File: config.mk
export PLATFORM = sky130hd
export DESIGN_NAME = imem_loader
export DESIGN_NICKNAME = d
export VERILOG_FILES = /design/src/rtl/imem_loader.sv
export SDC_FILE = /design/constraint.sdc
export NUM_CORES = 1
export LEC_CHECK = 0
export ABC_AREA = 1
export CAP_MARGIN = 25
export CORE_MARGIN = 2
export CORE_UTILIZATION = 55
export DETAILED_ROUTE_END_ITERATION = 8
export PLACE_DENSITY = 0.92
export SYNTH_ARGS = -nofsm -noshare
export SYNTH_HDL_FRONTEND = slang
export SYNTH_SLANG_ARGS = --single-unit
File: constraint.sdc
create_clock -name clk -period 3.4 [get_ports clk]
set_clock_uncertainty 0.2 [all_clocks]
set_input_delay 0.68 -clock clk [delete_from_list [all_inputs] [get_ports clk]]
set_output_delay 0.68 -clock clk [all_outputs]
set_load 0.02 [all_outputs]
File: src/rtl/imem_loader.sv
// imem_loader: boot-time loader that streams a checksummed program image into instruction memory
//   clk, rst            clock, synchronous active-high reset
//   in_valid/in_data    byte stream: N[15:8], N[7:0], 4*N data bytes MSB first, XOR checksum
//   in_ready            byte accepted this cycle (low only once the image is verified)
//   imem_we/addr/wdata  one-cycle registered write of each assembled word
//   cpu_rst             holds the CPU in reset until a verified image is loaded
//   done, error         image verified / header or checksum error (sticky until rst)
//   words_loaded        number of words written so far
module imem_loader #(
   parameter int WIDTH    = 32,
   parameter int MEM_SIZE = 1024,
   parameter int ADDR_W   = 10
) (
   input  logic              clk,
   input  logic              rst,
   input  logic              in_valid,
   input  logic [7:0]        in_data,
   output logic              in_ready,
   output logic              imem_we,
   output logic [ADDR_W-1:0] imem_addr,
   output logic [WIDTH-1:0]  imem_wdata,
   output logic              cpu_rst,
   output logic              done,
   output logic              error,
   output logic [15:0]       words_loaded
);
   typedef enum logic [2:0] {HDR_HI, HDR_LO, DATA, CHK, RUN, ERR} state_t;
   localparam logic [15:0] MAX_N = 16'(MEM_SIZE);
   state_t           state, state_nx;
   logic [15:0]      n;
   logic [1:0]       byte_idx;
   logic [WIDTH-9:0] shreg;
   logic [7:0]       csum;
   logic             acc;
   logic [15:0]      n_full;
   assign acc    = in_valid && in_ready;
   assign n_full = {n[15:8], in_data};
   always_ff @(posedge clk)
      state <= rst ? HDR_HI : state_nx;
   // words_loaded doubles as the index of the word being assembled
   always_comb begin
      state_nx = state;
      if (acc)
         case (state)
            HDR_HI: state_nx = HDR_LO;
            HDR_LO: state_nx = n_full > MAX_N ? ERR : n_full == 16'd0 ? CHK : DATA;
            DATA:   state_nx = byte_idx == 2'd3 && words_loaded + 16'd1 == n ? CHK : DATA;
            CHK:    state_nx = in_data == csum ? RUN : ERR;
            default: state_nx = state;
         endcase
   end
   always_comb begin
      in_ready = state != RUN;
      cpu_rst  = state != RUN;
      done     = state == RUN;
      error    = state == ERR;
   end
   always_ff @(posedge clk)
      if (rst) begin
         imem_we      <= 1'b0;
         imem_addr    <= '0;
         imem_wdata   <= '0;
         words_loaded <= '0;
         n            <= '0;
         byte_idx     <= '0;
         shreg        <= '0;
         csum         <= '0;
      end else begin
         imem_we <= 1'b0;
         if (acc && state == HDR_HI) n[15:8] <= in_data;
         if (acc && state == HDR_LO) n[7:0] <= in_data;
         if (acc && state == DATA) begin
            shreg    <= {shreg[WIDTH-17:0], in_data};
            csum     <= csum ^ in_data;
            byte_idx <= byte_idx + 2'd1;
            if (byte_idx == 2'd3) begin
               imem_we      <= 1'b1;
               imem_addr    <= words_loaded[ADDR_W-1:0];
               imem_wdata   <= {shreg, in_data};
               words_loaded <= words_loaded + 16'd1;
            end
         end
      end
endmodule

==> results of run 1 <==
-- metrics by stage --
step,hold WS [ns],setup slack [ns],cells
floorplan,0.236,1.26,631
global placement,0.252,0.664,785
detailed placement,0.255,0.549,785
CTS,0.273,0.745,801
global route,0.299,0.609,801
finish,0.273,0.744,801
-- how the worst max path moves through the flow --
stage               startpoint         to
floorplan             state[1]   in_ready
global placement      in_valid   shreg[0]
detailed placement    in_valid  shreg[14]
CTS                   state[1]       done
global route          state[1]       done
finish                state[1]       done
-- cell usage after synthesis (2+ instances only) --
| master | count | share of area |
|---|---|---|
| nand3b_1 | 6 | 0.0095 |
| o21ai_1 | 3 | 0.0032 |
| nor4_1 | 2 | 0.0026 |
| xor2_1 | 5 | 0.0092 |
| nor2_2 | 8 | 0.011 |
| dfxtp_1 | 112 | 0.47 |
| buf_2 | 13 | 0.014 |
| nand4_1 | 7 | 0.0092 |
| nor3_1 | 3 | 0.0032 |
| nand3_2 | 2 | 0.0042 |
| a31oi_1 | 2 | 0.0026 |
| o21bai_2 | 3 | 0.0071 |
| xnor2_1 | 4 | 0.0074 |
| o21ai_0 | 87 | 0.092 |
| nor2_1 | 54 | 0.043 |
| a211oi_1 | 3 | 0.0047 |
| nand3_1 | 32 | 0.034 |
| inv_1 | 56 | 0.044 |
| nand2_1 | 112 | 0.089 |
| inv_2 | 3 | 0.0024 |
| ha_1 | 2 | 0.0053 |
| clkbuf_1 | 15 | 0.012 |
| a21oi_1 | 80 | 0.084 |
| nor2_4 | 2 | 0.0047 |
| nand2_2 | 4 | 0.0053 |
-- sequential cells by signal, indices dropped and copies added (netlist names) --
register      flops
imem_wdata       32
shreg            24
n                16
words_loaded     16
imem_addr        10
csum              8
state             3
byte_idx          2
imem_we           1
-- cell usage in the layout, fill, tap and decap left out, types with 2 or more instances in the layout --
cell             Yosys  final
a21oi_1             80     80
buf_4                1      4
inv_1               56     56
nor2_1              54     54
clkinv_8             0      2
nor4_1               2      2
inv_6                0      2
nor3_1               3      3
a211oi_1             3      3
o21bai_2             3      3
nand3b_1             6      6
a31oi_1              2      2
buf_12               0      2
nor2_4               2      2
dfxtp_1            112    112
clkdlybuf4s50_1      0     73
inv_8                0      2
o21ai_1              3      3
nand4_1              7      7
xnor2_1              4      4
o21ai_0             87     87
nand3_1             32     32
inv_2                3      4
nor2_2               8      8
nand3_2              2      2
ha_1                 2      2
nand2_1            112    112
xor2_1               5      5
nand2_2              4      4
clkbuf_8             0      9
-- where the power goes --
group          total (uW)  switching [uW]  internal, uW
combinational         198             126          71.6
clock                 814             517           297
sequential           1370            24.7          1340
total                2380             668          1710
-- cells by family (layout without fill, tap and decap cells) --
kind of cell / after synthesis / in the layout / synth area share
AND/OR/NAND/NOR: 235 / 235 / 0.222
AO/OA/AOI/OAI: 182 / 182 / 0.202
flip-flops: 112 / 112 / 0.473
buffers and inverters: 90 / 155 / 0.0770
XOR/XNOR: 10 / 10 / 0.0216
adder cells (fa/ha/maj): 2 / 2 / 0.00527
-- final cells by class --
type / count / area, um2 / area share
sequential: 112 / 2240 / 0.391
multi-input combinational: 429 / 2140 / 0.372
timing repair buffer: 79 / 801 / 0.139
inverter: 60 / 225 / 0.0392
tap: 105 / 131 / 0.0229
clock buffer: 9 / 124 / 0.0216
clock inverter: 7 / 81.3 / 0.0142
-- worst max-delay path: stages, from the launching register on --
cell             delay, ns
dfxtp_1               0.40
nor2_1                0.17
inv_1                 0.09
nor2_1                0.12
clkdlybuf4s50_1       0.62
-- metal layers --
layer / routed length, um / share of wire / up-vias / track usage
met2: 6130 / 0.49 / 186 / 0.467
li1: - / - / 2198 / -
met4: 318 / 0.025 / 0 / 0.0910
met5: 0 / 0 / - / 0
met1: 5210 / 0.42 / 2080 / 0.321
met3: 821 / 0.066 / 31 / 0.0506
==> results.py, run 1 <==
metrics = {
    "cts": {
        "cts_setup_buffers": 0,
        "post_cts_resized": 0,
        "htreeDepth": 3,
        "cts_made_buffers": 9,
        "cts_sinks": 112,
        "cts_tree": "yes",
        "clock_latency_ns": 0.38,
        "cts_root_buf": "clkbuf_8",
        "clock_path_buffers": 2,
        "ctsHoldBuffers": 0,
        "clkSlewWorstSetupHoldPaths_ns": 0.12,
    },
    "cells_and_area": {
        "antenna_cells": 0,
        "drive_above_1_share": 0.0718,
        "fin_area_um2": 5740,
        "syn_to_final_growth_pct": 21.0,
        "fill_cells": 673,
        "final_util": 0.692,
        "nets": 704,
    },
    "setup_path": {
        "r2r_start": "state[1]",
        "critPathArrivalTime_ns": 1.78,
        "worstSetupPathType": "flop to primary output",
        "crit_path_end_kind": "primary output",
        "reg2reg_slack_ns": 0.87,
        "worstReg2RegEnd": "imem_wdata[9]",
        "critPathMaxFanout": 7,
        "start_kind": "flop",
        "reg2regPathDepth": 6,
        "required_ns": 2.52,
    },
    "yosys": {
        "synth_warnings": 0,
        "ys_types": 36,
        "yosysSeqAreaShare": 0.473,
        "synth_edf_count": 0,
        "syn_area_um2": 4740,
        "async_flop_share": 0,
        "synth_ff_type": "dfxtp_1",
        "synth_nets": 644,
        "synth.avg_cell_area_um2": 7.52,
        "synthCells": 631,
        "synth_seq_cells": 112,
    },
    "grt": {
        "grt_pass1_vias": 4261,
        "grt_antenna_before_repair": 0,
        "grt_max_degree": 55,
        "grt.total_usage": 0.264,
        "gr-total-overflow": 0,
        "grt_pass1_wl_um": 20400,
    },
    "die": {
        "die_h_um": 96.9,
        "initial_utilization": 0.572,
        "dieArea_um2": 9380,
        "die_w_um": 96.9,
        "rows": 33,
        "num_io_pins": 74,
        "core_area_um2": 8300,
    },
    "hold_path": {
        "hold_end": "imem_wdata[27]",
        "min_from": "imem_wdata[27]",
        "hp-class": "flop to flop",
        "holdPathStages": 2,
    },
    "detailed_routing": {
        "drt-pass1-iter-count": 5,
        "drt-total-wl_um": 12500,
        "antenna_left": 0,
        "num_vias": 4495,
        "wl_per_cell_um": 15.6,
        "via_per_inst": 5.61,
        "drc": 0,
        "drtIter0Drc": 325,
    },
    "sta": {
        "fmax_ghz": 0.377,
        "period_needed_ns": 2.66,
        "tns_ns": 0,
        "slew_headroom": 0.429,
        "finalHoldViolations": 0,
        "grt_setup_unrepaired": "no",
        "finalSetupViolCount": 0,
        "finalCritPeriodShare": 0.781,
        "worst_pin_slew_ns": 0.855,
        "finalMaxSlewViolations": 0,
    },
    "power": {
        "ir_worst_vdd_mv": 0.259,
        "power_density_nw_per_um2": 415,
        "leakagePower_uw": 0.00223,
        "power_uw": 2380,
    },
    "run": {
        "cap_violations": 0,
    },
    "placement": {
        "port_buffers": 73,
        "gp_congestion": 0.857,
        "dpl-instance-area_um2": 5540,
        "dp_hpwl_um": 8510,
    },
    "run_status": {
        "status": "finished, final reports clean",
    },
}
Note: power is estimated with default switching activity, not from simulation.
==> inputs of run 2 (changes only) <==
--- a/config.mk
+++ b/config.mk
@@ -8,9 +8,9 @@
 export ABC_AREA = 1
 export CAP_MARGIN = 25
 export CORE_MARGIN = 2
-export CORE_UTILIZATION = 55
+export CORE_UTILIZATION = 53
 export DETAILED_ROUTE_END_ITERATION = 8
-export PLACE_DENSITY = 0.92
+export PLACE_DENSITY = 0.9
 export SYNTH_ARGS = -nofsm -noshare
 export SYNTH_HDL_FRONTEND = slang
 export SYNTH_SLANG_ARGS = --single-unit
==> constraint.sdc (replaced) <==
create_clock -name clk -period 2.6 [get_ports clk]
set_clock_uncertainty 0.2 [all_clocks]
set_input_delay 0.52 -clock clk [delete_from_list [all_inputs] [get_ports clk]]
set_output_delay 0.52 -clock clk [all_outputs]
set_load 0.02 [all_outputs]
==> run 2 against run 1 <==
Worst hold slack worse by 0.0040 ns. Critical path depth increased by 1. Clock-buffer cell count rose by 2. Largest power group unchanged.
==> results.py, run 2 (same netlist as run 1, synthesis figures left out) <==
metrics = {
    "sta": {
        "finalMaxSlewViolations": 0,
        "fmax_ghz": 0.410,
        "tns_ns": 0,
        "worst_pin_slew_ns": 0.433,
        "finalCritPeriodShare": 0.938,
        "finalSetupViolCount": 0,
        "slew_headroom": 0.709,
        "finalHoldViolations": 0,
        "grt_setup_unrepaired": "no",
        "period_needed_ns": 2.44,
    },
    "cts": {
        "clock_latency_ns": 0.39,
        "cts_sinks": 112,
        "post_cts_resized": 0,
        "htreeDepth": 3,
        "clkSlewWorstSetupHoldPaths_ns": 0.11,
        "clock_path_buffers": 2,
        "cts_tree": "yes",
        "ctsHoldBuffers": 0,
        "cts_root_buf": "clkbuf_8",
        "cts_setup_buffers": 0,
        "cts_made_buffers": 9,
    },
    "detailed_routing": {
        "drtIter0Drc": 342,
        "num_vias": 4560,
        "wl_per_cell_um": 15.0,
        "drt-pass1-iter-count": 5,
        "drc": 0,
        "drt-total-wl_um": 12200,
        "antenna_left": 0,
        "via_per_inst": 5.61,
    },
    "grt": {
        "grt_max_degree": 63,
        "gr-total-overflow": 0,
        "grt_pass1_wl_um": 20200,
        "grt_antenna_before_repair": 0,
        "grt.total_usage": 0.255,
        "grt_pass1_vias": 4235,
    },
    "power": {
        "power_density_nw_per_um2": 529,
        "p_clk_frac": 0.331,
        "seq_power_share": 0.582,
        "netSwitchingFraction": 0.267,
        "p_comb_frac": 0.086,
        "leakagePower_uw": 0.00229,
        "p_int_uw": 2250,
        "power_switching_uw": 822,
        "ir_worst_vdd_mv": 0.421,
    },
    "setup_path": {
        "worstSetupPathType": "flop to primary output",
        "cp_cell_sequence": "nor2_1, inv_1, nor2_1, inv_1, clkdlybuf4s50_1",
        "start_kind": "flop",
        "crit_path_end_kind": "primary output",
        "cp.buffers_inverters": 3,
        "critPathMaxFanout": 7,
        "cp_top_family": "buffers and inverters",
        "critPathArrivalTime_ns": 1.72,
        "cp_slowest_cell": "clkdlybuf4s50_1",
        "crit_path_max_incr_delay_ns": 0.53,
        "required_ns": 1.88,
    },
    "cells_and_area": {
        "largest_register_ffs": 32,
        "top_register": "imem_wdata",
        "fill_cells": 682,
        "antenna_cells": 0,
        "reg.largest.list": "imem_wdata (32), shreg (24)",
        "final_cell_mix": "nand2_1, dfxtp_1, o21ai_0",
        "syn_to_final_growth_pct": 22.6,
        "final_util": 0.667,
        "nets": 713,
        "drive_above_1_share": 0.0823,
    },
    "die": {
        "core_area_um2": 8720,
        "dieArea_um2": 9720,
        "initial_utilization": 0.544,
        "rows": 34,
        "die_w_um": 98.6,
        "num_io_pins": 74,
        "die_h_um": 98.6,
    },
    "run_status": {
        "status": "finished, final reports clean",
    },
    "placement": {
        "dp_hpwl_um": 8820,
        "port_buffers": 73,
        "gp_congestion": 0.974,
    },
    "run": {
        "cap_violations": 0,
    },
    "hold_path": {
        "hp-class": "flop to flop",
    },
}
-- run 2: cell types whose count changed in the layout (fill, tap and decap cells not counted), moves of 2 or more --
cell / change
clkinv_4: +2
buf_4: +8
clkinv_8: -2
inv_6: -2
clkdlybuf4s50_1: -2
dlymetal6s2s_1: +2
-- run 2: tightest hold or removal path: cells and delay by family (launching register included) --
family | cells | cell delay, ns
AO/OA/AOI/OAI | 1 | 0.05
AND/OR/NAND/NOR | 1 | 0.06
flip-flops | 1 | 0.32
-- run 2: power by group through the flow --
| stage | registers [uW] | clock network [uW] | logic (uW) |
|---|---|---|---|
| after floorplan | 1820 | 0 | 172 |
| after global placement | 1830 | 0 | 250 |
| after detailed placement | 1830 | 0 | 260 |
| after CTS | 1790 | 1030 | 262 |
| after global routing | 1800 | 1100 | 294 |
| final | 1790 | 1020 | 265 |
-- run 2: final timing paths --
kind	slack (ns)	cells past startpoint	end	start
min	0.27	2	imem_wdata[26]	imem_wdata[26]
min reg2reg	0.27	2	imem_wdata[26]	imem_wdata[26]
max reg2reg	0.38	13	state[0]	words_loaded[0]
max	0.16	5	in_ready	state[1]
-- run 2: metal layers --
metal | GRT usage | up-vias | routed length, um
li1 | - | 2223 | -
met1 | 0.330 | 2147 | 5220
met2 | 0.441 | 168 | 6070
met3 | 0.0426 | 22 | 710
met4 | 0.0748 | 0 | 227
met5 | 0 | - | 0
-- run 2: final cells by class --
cell class              instances  area, um2  share of cell area
repair buffers                 88        886               0.152
clock buffers                  11        141              0.0243
well taps                     108        135              0.0232
multi-input cells             429       2140               0.367
flip-flops and latches        112       2240               0.386
clock inverters                 5       48.8             0.00839
inverters                      60        225              0.0387
-- run 2: metrics by stage --
step	cells	cell area, um2	worst slack, ns	total power (uW)	hold slack [ns]
after floorplan	631	4740	0.622	1990	0.236
after global placement	797	5620	0.262	2080	0.250
after detailed placement	797	5620	0.189	2090	0.255
after CTS	813	5810	0.0826	3080	0.271
after global routing	813	5810	0.00366	3190	0.287
final	813	5810	0.161	3080	0.269
